==> src/rtl/q_cycle_sequencer_pkg.sv <==
// Shared widths, fetch/execute state codes and the EX_Q4 instruction classes.
package q_cycle_sequencer_pkg;

    localparam int INST_WIDTH    = 12;
    localparam int FE_STATE_BITS = 2;
    localparam int EX_STATE_BITS = 5;

    // Fetch phase code equals the phase number within the instruction cycle.
    typedef enum logic [FE_STATE_BITS-1:0] {
        FE_Q1 = 2'd0,
        FE_Q2 = 2'd1,
        FE_Q3 = 2'd2,
        FE_Q4 = 2'd3
    } fe_state_e;

    // Execute code: plain phases for Q1..Q3, decoded instruction class in Q4.
    typedef enum logic [EX_STATE_BITS-1:0] {
        EX_Q1        = 5'd0,
        EX_Q2        = 5'd1,
        EX_Q3        = 5'd2,
        EX_Q4_NOP    = 5'd3,
        EX_Q4_OPTION = 5'd4,
        EX_Q4_SLEEP  = 5'd5,
        EX_Q4_CLRWDT = 5'd6,
        EX_Q4_TRIS   = 5'd7,
        EX_Q4_MOVWF  = 5'd8,
        EX_Q4_CLRW   = 5'd9,
        EX_Q4_CLRF   = 5'd10,
        EX_Q4_MOVF   = 5'd11,
        EX_Q4_FSZ    = 5'd12,
        EX_Q4_ELSE   = 5'd13,
        EX_Q4_BXF    = 5'd14,
        EX_Q4_BTFSX  = 5'd15,
        EX_Q4_RETLW  = 5'd16,
        EX_Q4_CALL   = 5'd17,
        EX_Q4_GOTO   = 5'd18,
        EX_Q4_ALUXLW = 5'd19
    } ex_state_e;

    // Core run state: running normally, or frozen by SLEEP until wake.
    typedef enum logic {
        RUN_S   = 1'b0,
        SLEEP_S = 1'b1
    } run_state_e;

endpackage

==> src/rtl/q_cycle_sequencer_ex_q4_decoder.sv <==
// Combinational decode of the executing instruction word into its EX_Q4 class.
module q_cycle_sequencer_ex_q4_decoder
    import q_cycle_sequencer_pkg::*;
(
    input  logic [INST_WIDTH-1:0] ir,
    output ex_state_e             q4_class
);

    // Classify by the top opcode bits; undefined encodings fall to NOP.
    always_comb begin
        q4_class = EX_Q4_NOP;
        case (ir[11:10])
            2'b00: begin
                case (ir[9:6])
                    4'b0000: begin
                        if (ir[5]) begin
                            q4_class = EX_Q4_MOVWF;
                        end else begin
                            case (ir[4:0])
                                5'h02:               q4_class = EX_Q4_OPTION;
                                5'h03:               q4_class = EX_Q4_SLEEP;
                                5'h04:               q4_class = EX_Q4_CLRWDT;
                                5'h05, 5'h06, 5'h07: q4_class = EX_Q4_TRIS;
                                default:             q4_class = EX_Q4_NOP;
                            endcase
                        end
                    end
                    4'b0001: begin
                        if (ir[5])
                            q4_class = EX_Q4_CLRF;
                        else if (ir[4:0] == 5'h00)
                            q4_class = EX_Q4_CLRW;
                        else
                            q4_class = EX_Q4_NOP;
                    end
                    4'b1000:          q4_class = EX_Q4_MOVF;
                    4'b1011, 4'b1111: q4_class = EX_Q4_FSZ;
                    default:          q4_class = EX_Q4_ELSE;
                endcase
            end
            2'b01: q4_class = ir[9] ? EX_Q4_BTFSX : EX_Q4_BXF;
            2'b10: begin
                case (ir[9:8])
                    2'b00:   q4_class = EX_Q4_RETLW;
                    2'b01:   q4_class = EX_Q4_CALL;
                    default: q4_class = EX_Q4_GOTO;
                endcase
            end
            default: q4_class = EX_Q4_ALUXLW;
        endcase
    end

endmodule

==> src/rtl/q_cycle_sequencer.sv <==
// Four-phase fetch/execute timing controller with redirect bubble and SLEEP freeze.
module q_cycle_sequencer
    import q_cycle_sequencer_pkg::*;
(
    input  logic                     clk,
    input  logic                     rst_n,
    input  logic [INST_WIDTH-1:0]    IR,
    input  logic                     skip,
    input  logic                     goto,
    input  logic                     wakeIn,
    output logic [FE_STATE_BITS-1:0] fetchState,
    output logic [EX_STATE_BITS-1:0] executeState,
    output logic                     irLoad,
    output logic                     sleeping
);

    fe_state_e  fe_q, fe_d;
    ex_state_e  ex_q, ex_d;
    run_state_e state_q, state_d;
    logic       bubble_q, bubble_d;
    logic       ir_load_q, ir_load_d;
    ex_state_e  q4_class;

    q_cycle_sequencer_ex_q4_decoder u_ex_q4_decoder (
        .ir       (IR),
        .q4_class (q4_class)
    );

    // State and output registers; reset lands in Q1 with a pending bubble so
    // the first instruction cycle after reset executes as NOP.
    always_ff @(posedge clk or negedge rst_n) begin
        if (!rst_n) begin
            fe_q      <= FE_Q1;
            ex_q      <= EX_Q1;
            state_q   <= RUN_S;
            bubble_q  <= 1'b1;
            ir_load_q <= 1'b0;
        end else begin
            fe_q      <= fe_d;
            ex_q      <= ex_d;
            state_q   <= state_d;
            bubble_q  <= bubble_d;
            ir_load_q <= ir_load_d;
        end
    end

    // Next phase, Q4 class selection, bubble tracking and sleep/wake transitions.
    always_comb begin
        fe_d      = fe_q;
        ex_d      = ex_q;
        state_d   = state_q;
        bubble_d  = bubble_q;
        ir_load_d = 1'b0;
        case (state_q)
            RUN_S: begin
                case (fe_q)
                    FE_Q1: begin
                        fe_d = FE_Q2;
                        ex_d = EX_Q2;
                        // OR keeps the reset bubble alive; otherwise bubble is
                        // already clear here, so this is just skip|goto.
                        bubble_d = bubble_q | skip | goto;
                    end
                    FE_Q2: begin
                        fe_d = FE_Q3;
                        ex_d = EX_Q3;
                    end
                    FE_Q3: begin
                        fe_d      = FE_Q4;
                        ex_d      = bubble_q ? EX_Q4_NOP : q4_class;
                        ir_load_d = 1'b1;
                    end
                    FE_Q4: begin
                        bubble_d = 1'b0;
                        // A bubbled SLEEP already shows as NOP, so it never sleeps.
                        if (ex_q == EX_Q4_SLEEP) begin
                            state_d = SLEEP_S;
                            fe_d    = FE_Q2;
                            ex_d    = EX_Q2;
                        end else begin
                            fe_d = FE_Q1;
                            ex_d = EX_Q1;
                        end
                    end
                    default: begin
                        fe_d = FE_Q1;
                        ex_d = EX_Q1;
                    end
                endcase
            end
            SLEEP_S: begin
                // Hold Q2 codes (no PC increment) until a wake request arrives.
                if (wakeIn) begin
                    state_d = RUN_S;
                    fe_d    = FE_Q3;
                    ex_d    = EX_Q3;
                end
            end
            default: state_d = RUN_S;
        endcase
    end

    assign fetchState   = fe_q;
    assign executeState = ex_q;
    assign irLoad       = ir_load_q;
    assign sleeping     = (state_q == SLEEP_S);

endmodule

==> config.mk <==
export PLATFORM = sky130hd
export DESIGN_NAME = q_cycle_sequencer
export DESIGN_NICKNAME = d
export VERILOG_FILES = /design/src/rtl/q_cycle_sequencer_pkg.sv /design/src/rtl/q_cycle_sequencer_ex_q4_decoder.sv /design/src/rtl/q_cycle_sequencer.sv
export SDC_FILE = /design/constraint.sdc
export NUM_CORES = 1
export LEC_CHECK = 0
export ABC_AREA = 1
export BUFFER_PORTS_ARGS = -buffer_cell sky130_fd_sc_hd__buf_2
export CAP_MARGIN = 15
export CELL_PAD_IN_SITES_DETAIL_PLACEMENT = 1
export CELL_PAD_IN_SITES_GLOBAL_PLACEMENT = 1
export CORE_MARGIN = 2
export CORE_UTILIZATION = 29
export DETAILED_ROUTE_END_ITERATION = 12
export PLACE_DENSITY_LB_ADDON = 0.1
export SKIP_LAST_GASP = 1
export SLEW_MARGIN = 10
export SYNTH_ARGS = -nofsm -noshare
export SYNTH_HDL_FRONTEND = slang
export SYNTH_HIERARCHICAL = 1
export SYNTH_SLANG_ARGS = --single-unit
==> constraint.sdc <==
create_clock -name clk -period 1.1 [get_ports clk]
set_input_delay 0.11 -clock clk [delete_from_list [all_inputs] [get_ports clk]]
set_output_delay 0.11 -clock clk [all_outputs]
set_load 0.02 [all_outputs]
# After elaboration in Yosys (flattened, before gate mapping)
# Cells that the tools add are included.
word_totals:
  ram_bits: 0
  word_cells: 59
  out_inout_bits: 9
  n_memories: 0
  input_bits: 17
  rom_bits: 0
  regBits: 10
  latch_bits: 0
op_classes:
  shifts: 0
  div: 0
  magnitude_cmp: 0
  n_addsub: 0
  n_reduce_logical: 9
  n_bitwise: 3
  n_mux: 24
  eq_ne: 18
  multipliers: 0
op_table:
  columns: ["cell", "n"]
  rows:
  - ["5-bit case mux with 4 select lines", 2]
  - ["5-bit by 3-bit equality test with 1-bit output (second input constant)", 5]
  - ["5-bit 2-to-1 mux", 4]
  - ["5-bit case mux with 3 select lines", 1]
  - ["4-bit equality test (second input constant)", 3]
  - ["3-bit case mux with 4 select lines", 1]
  - ["5-bit by 2-bit equality test with 1-bit output (second input constant)", 2]
  - ["5-bit case mux with 2 select lines", 1]
  - ["1-bit 2-to-1 mux", 8]
  - ["2-bit case mux with 2 select lines", 2]
  - ["2-bit case mux with 4 select lines", 1]
  - ["2-bit by 1-bit equality test with 1-bit output (second input constant)", 3]
  - ["2-bit equality test (second input constant)", 3]
  - ["2-bit logical NOT", 3]
  - ["5-bit logical NOT", 1]
  - ["4-bit by 1-bit equality test with 1-bit output (second input constant)", 1]
  - ["4-bit logical NOT", 1]
  - ["4-bit 2-to-1 mux", 1]
  - ["1-bit case mux with 2 select lines", 2]
  - ["3-bit OR reduction", 1]
  - ["2-bit 2-to-1 mux", 1]
  - ["2-bit != test (second input constant)", 1]
  - ["1-bit bitwise OR", 2]
  - ["2-bit AND reduction", 1]
  - ["3 further kinds", 3]

# Logic depth before layout (Yosys ltp)
logic_depth:
  depth_word: 9
  mapped_depth: 11
  depth_no_buf: 11

# Modules after synthesis
# Netlist, hierarchy kept.
modules_own_cells:
  columns: ["module", "cells_each", "instances", "seq_area_each_um2", "area_each_um2"]
  rows:
  - ["q_cycle_sequencer", 57, 1, 251.5, 494.2]
  - ["q_cycle_sequencer_ex_q4_decoder", 49, 1, 0.0, 230.2]

# Least setup slack after synthesis
# No wires, ideal clock.
synth_timing:
  path_kind: "reg2reg"
  start: "register fe_q[0] (netlist: fetchState[0])"
  end: "register bubble_q"
  t_required_ns: 1.018
  setup_slack_ns: -0.215
  arrival_time_ns: 1.233
  setup_time_ns: 0.082
  path_buffers: 0
  period_less_slack_ns: 1.315
  stages_incl_launch_ff: 6
  cell_sequence: "dfrtp_1 inv_1 ha_1 nor2_1 o21ai_0 a22oi_1"
synth_between:
  elab_chain_cells: 3
  elab_cells_between_ends: 5
  classes_between: "eq/ne: 1; mux: 1; reduce/logical: 3"
synth_lines:
  columns: ["element", "line", "rtl"]
  rows:
  - ["start: declaration", "q_cycle_sequencer.sv:17", "fe_state_e fe_q, fe_d;"]
  - ["start signal: assignment", "q_cycle_sequencer.sv:33", "fe_q <= FE_Q1;"]
  - ["start signal: assignment", "q_cycle_sequencer.sv:39", "fe_q <= fe_d;"]
  - ["2-bit equality test / 2-bit logical NOT (equally long branches)", "q_cycle_sequencer.sv:56", "case (fe_q)"]
  - ["2-bit nonzero test (no line)", null, null]
  - ["2-bit AND reduction (no line)", null, null]
  - ["end signal: assignment", "q_cycle_sequencer.sv:42", "bubble_q <= bubble_d;"]
  - ["end: declaration", "q_cycle_sequencer.sv:20", "logic bubble_q, bubble_d;"]
# Parallel ways exist; a longest one is shown, timed or not.
# A chain may end at the register's enable or synchronous reset.

# Worst setup path in the final report
layout_timing:
  start: "register fe_q[0] (netlist: fetchState[0])"
  end: "output port fetchState[0]"
layout_rtl:
  columns: ["element", "line", "rtl"]
  rows:
  - ["end: declaration", "q_cycle_sequencer.sv:11", "output logic [FE_STATE_BITS-1:0] fetchState,"]
# No word-level cell between the ends.

==> out/qor.yml <==
routing:
  m1WireLength_um: 1050
  drc: 0
  final_antenna_net_count: 0
  drtIter0Drc: 6
  drtPass1Iterations: 4
  routed-wl-met3_um: 89
  top_layer_used: "met4"
  vias: 839
  wl_met2_um: 1060
  vias_per_cell: 4.64
  wire_per_inst_um: 12.3
  totalWireLength_um: 2230
floorplanning:
  core_um2: 2430
  die_x_um: 54.0
  die_area_um2: 2910
  rows: 18
  start_util_pct: 29.8
  die_height_um: 54.0
  ios: 26
synthesis:
  ys_types: 23
  synth_edf_count: 0
  synth-adder-area-share_pct: 5.18
  syn_nets: 126
  synth-main-ff-cell: "dfrtp_1"
  yosys.area.top_type_share_pct: 31.1
  synth_area_um2: 724
  synth-warning-count: 6
  synth.top_cells.by_area: "dfrtp_1 31%, nand2_1 12%, inv_1 8.3%"
  synth_compound_area_share_pct: 15.2
  seq_area_frac_synth_pct: 34.7
  synthMostInstantiatedCell: "nand2_1"
  synth_mux_area_share_pct: 0
  yosys-top-cells-count: "23 x nand2_1, 16 x inv_1, 13 x nor2_1"
  synthSimpleGateAreaFrac_pct: 34.0
  synth_seq_cells: 10
  yosys.area_share.xor_xnor_pct: 0
  synth.largest_area_cell: "dfrtp_1"
  syn-instance-count: 106
  async_reset_ff_share_pct: 100
  synth_top_family_by_area: "simple AND/OR/NAND/NOR gates"
  avgSynthCellArea_um2: 6.83
run:
  maxCapViolCount: 0
status:
  status: "finished, violations left"
  violations: "setup timing"
grt:
  overflow: 0
  grt_pass1_vias: 843
  track_usage_pct: 17.8
  antenna_found_initial: 0
  grt_pass1_wl_um: 3660
  grt_max_degree: 11
power_and_ir_drop:
  p_sw_w: 0.00102
  seqPwrFrac_pct: 26.6
  ir_drop_uv: 1360
  power_density_nw_per_um2: 2060
  finalPower_w: 0.00237
  p_leak_nw: 0.579
  switching_share_pct: 42.9
  p_comb_share_pct: 61.5
  clkPwrFrac_pct: 11.9
  p_int_w: 0.00136
final_layout:
  syn2layout_area_growth_pct: 59.2
  drive_gt1_share_pct: 51.7
  diodes: 0
  fill_cells: 325
  postLayoutCellArea_um2: 1150
  finalNetCount: 172
  stdcell_count: 181
worst_setup_path:
  worstPathRequired_ps: 990
  crit_path_end_kind: "primary output"
  start_kind: "register"
  arrival_ps: 1040
  crit_fanout: 4
  path_class: "reg2out"
sta:
  period_share_pct: 104
  worst_slew_pin_slew_ps: 250
  rsz0062_at_grt: "yes"
  maxSlewViolCount: 0
  slew_headroom_pct: 83.4
  hold_viol_final: 0
  setup_slack_ps: -47.6
  setup_violations: 10
  tns_ps: -214
  period_needed_ps: 1150
  fin_skew_ps: 5.69
  fmax_mhz: 871
clock_network:
  clkLatencyLatePin_ps: 270
  cts.path.max_buffers: 2
  clk_pin_slew_ps: 80
  cts_made_buffers: 3
  htree_levels: 1
  cts.sinks: 10
  cts_tree: "yes"
  root_buffer: "clkbuf_4"
min_path:
  hp-class: "in2reg"
placement:
  dp_cells: 173
  placed_area_um2: 1010
  hpwl_um: 1760
  portBuffers: 25
  pre_cts_slack_ps: -155
  routabilityCongestion: 0.751
## critical path, cell delays in order, from the launching register on
cell	delay [ps]
dfrtp_2	450
buf_4	160
buf_4	150
## cells by family after synthesis
| group | after synthesis |
|---|---|
| and+or+nand+nor | 53 |
| buffers and inverters | 21 |
| AOI/OAI and AO/OA | 19 |
| DFF | 10 |
| adders and majority gates | 3 |
## layout by cell type (no fill, tap or decap)
master          n
o21ai_0         2
inv_1          12
buf_2          23
dfrtp_2         2
clkbuf_1        1
ha_4            3
nand3_1         6
dfstp_2         1
o31ai_1         1
o22ai_1         2
a22oi_1         1
nor2_1          9
buf_6           2
nor3_4          1
dlygate4sd3_1   1
dfrtp_1         7
nand4_1         1
nand2_4         1
nor2_4          3
o21ai_1         4
a31oi_1         1
buf_4          16
inv_4           2
a21oi_2         2
nor2_2          7
o21ai_2         1
a22oi_2         1
inv_2           6
a21oi_1         4
nand3_4         1
nand2_2         3
clkbuf_4        3
nand2_1        21
## sequential cells by signal (all words and copies together), names as in the netlist
| name | count |
|---|---|
| executeState | 5 |
| bubble_q | 1 |
| irLoad | 1 |
| sleeping | 1 |
| fetchState | 2 |
## final timing paths
check	from	slack [ps]	depth (start not counted)	end
worst max-delay path	fetchState[0]$_DFFE_PN0P_	-50	2	fetchState[0]
worst min-delay path	goto	120	3	bubble_q$_DFFE_PN1P_
worst max register to register	fetchState[1]$_DFFE_PN0P_	-40	7	fetchState[0]$_DFFE_PN0P_
worst min register to register	executeState[0]$_DFFE_PN0P_	530	2	executeState[0]$_DFFE_PN0P_
max in group asynchronous	rst_n	600	2	bubble_q$_DFFE_PN1P_
min in group asynchronous	rst_n	230	2	sleeping$_DFF_PN0_
## power by group through the flow
stage | logic (W) | registers (W) | clock network, W
after floorplan | 0.000545 | 0.000736 | 0
after detailed placement | 0.00113 | 0.000605 | 0
final | 0.00146 | 0.000631 | 0.000282
after CTS | 0.00131 | 0.000620 | 0.000287
after global routing | 0.00161 | 0.000650 | 0.000311
after global placement | 0.00109 | 0.000597 | 0
## layer usage
metal / up-vias / track usage [%]
li1: 432 / -
met1: 382 / 23.3
met2: 21 / 28.5
met3: 4 / 3.61
met4: 0 / 7.50
met5: - / 0
## final cells by class
type	count	area, µm²	area share [%]
repair buffers	42	268	23.2
clock buffers	4	26.3	2.28
multi-input cells	75	488	42.3
flip-flops and latches	10	254	22.0
well taps	30	37.5	3.25
inverters	20	80.1	6.94
## repair_timing
item | 4_1_cts | 5_1_grt
hold endpoints to repair | 10 | 0
setup endpoints to repair | 9 | 10
setup buffers | 2 | 1
pin swaps | 13 | 3
resized for setup | 13 | 11
hold buffers | 1 | 0
## stage by stage
stage	utilization, %	hold slack, ps
floorplan	-	-186
global placement	41.4	-15.2
detailed placement	41.4	-9.50
CTS	45.5	117
global route	47.4	133
finish	47.4	117
Power figures use the tool's default switching activity.
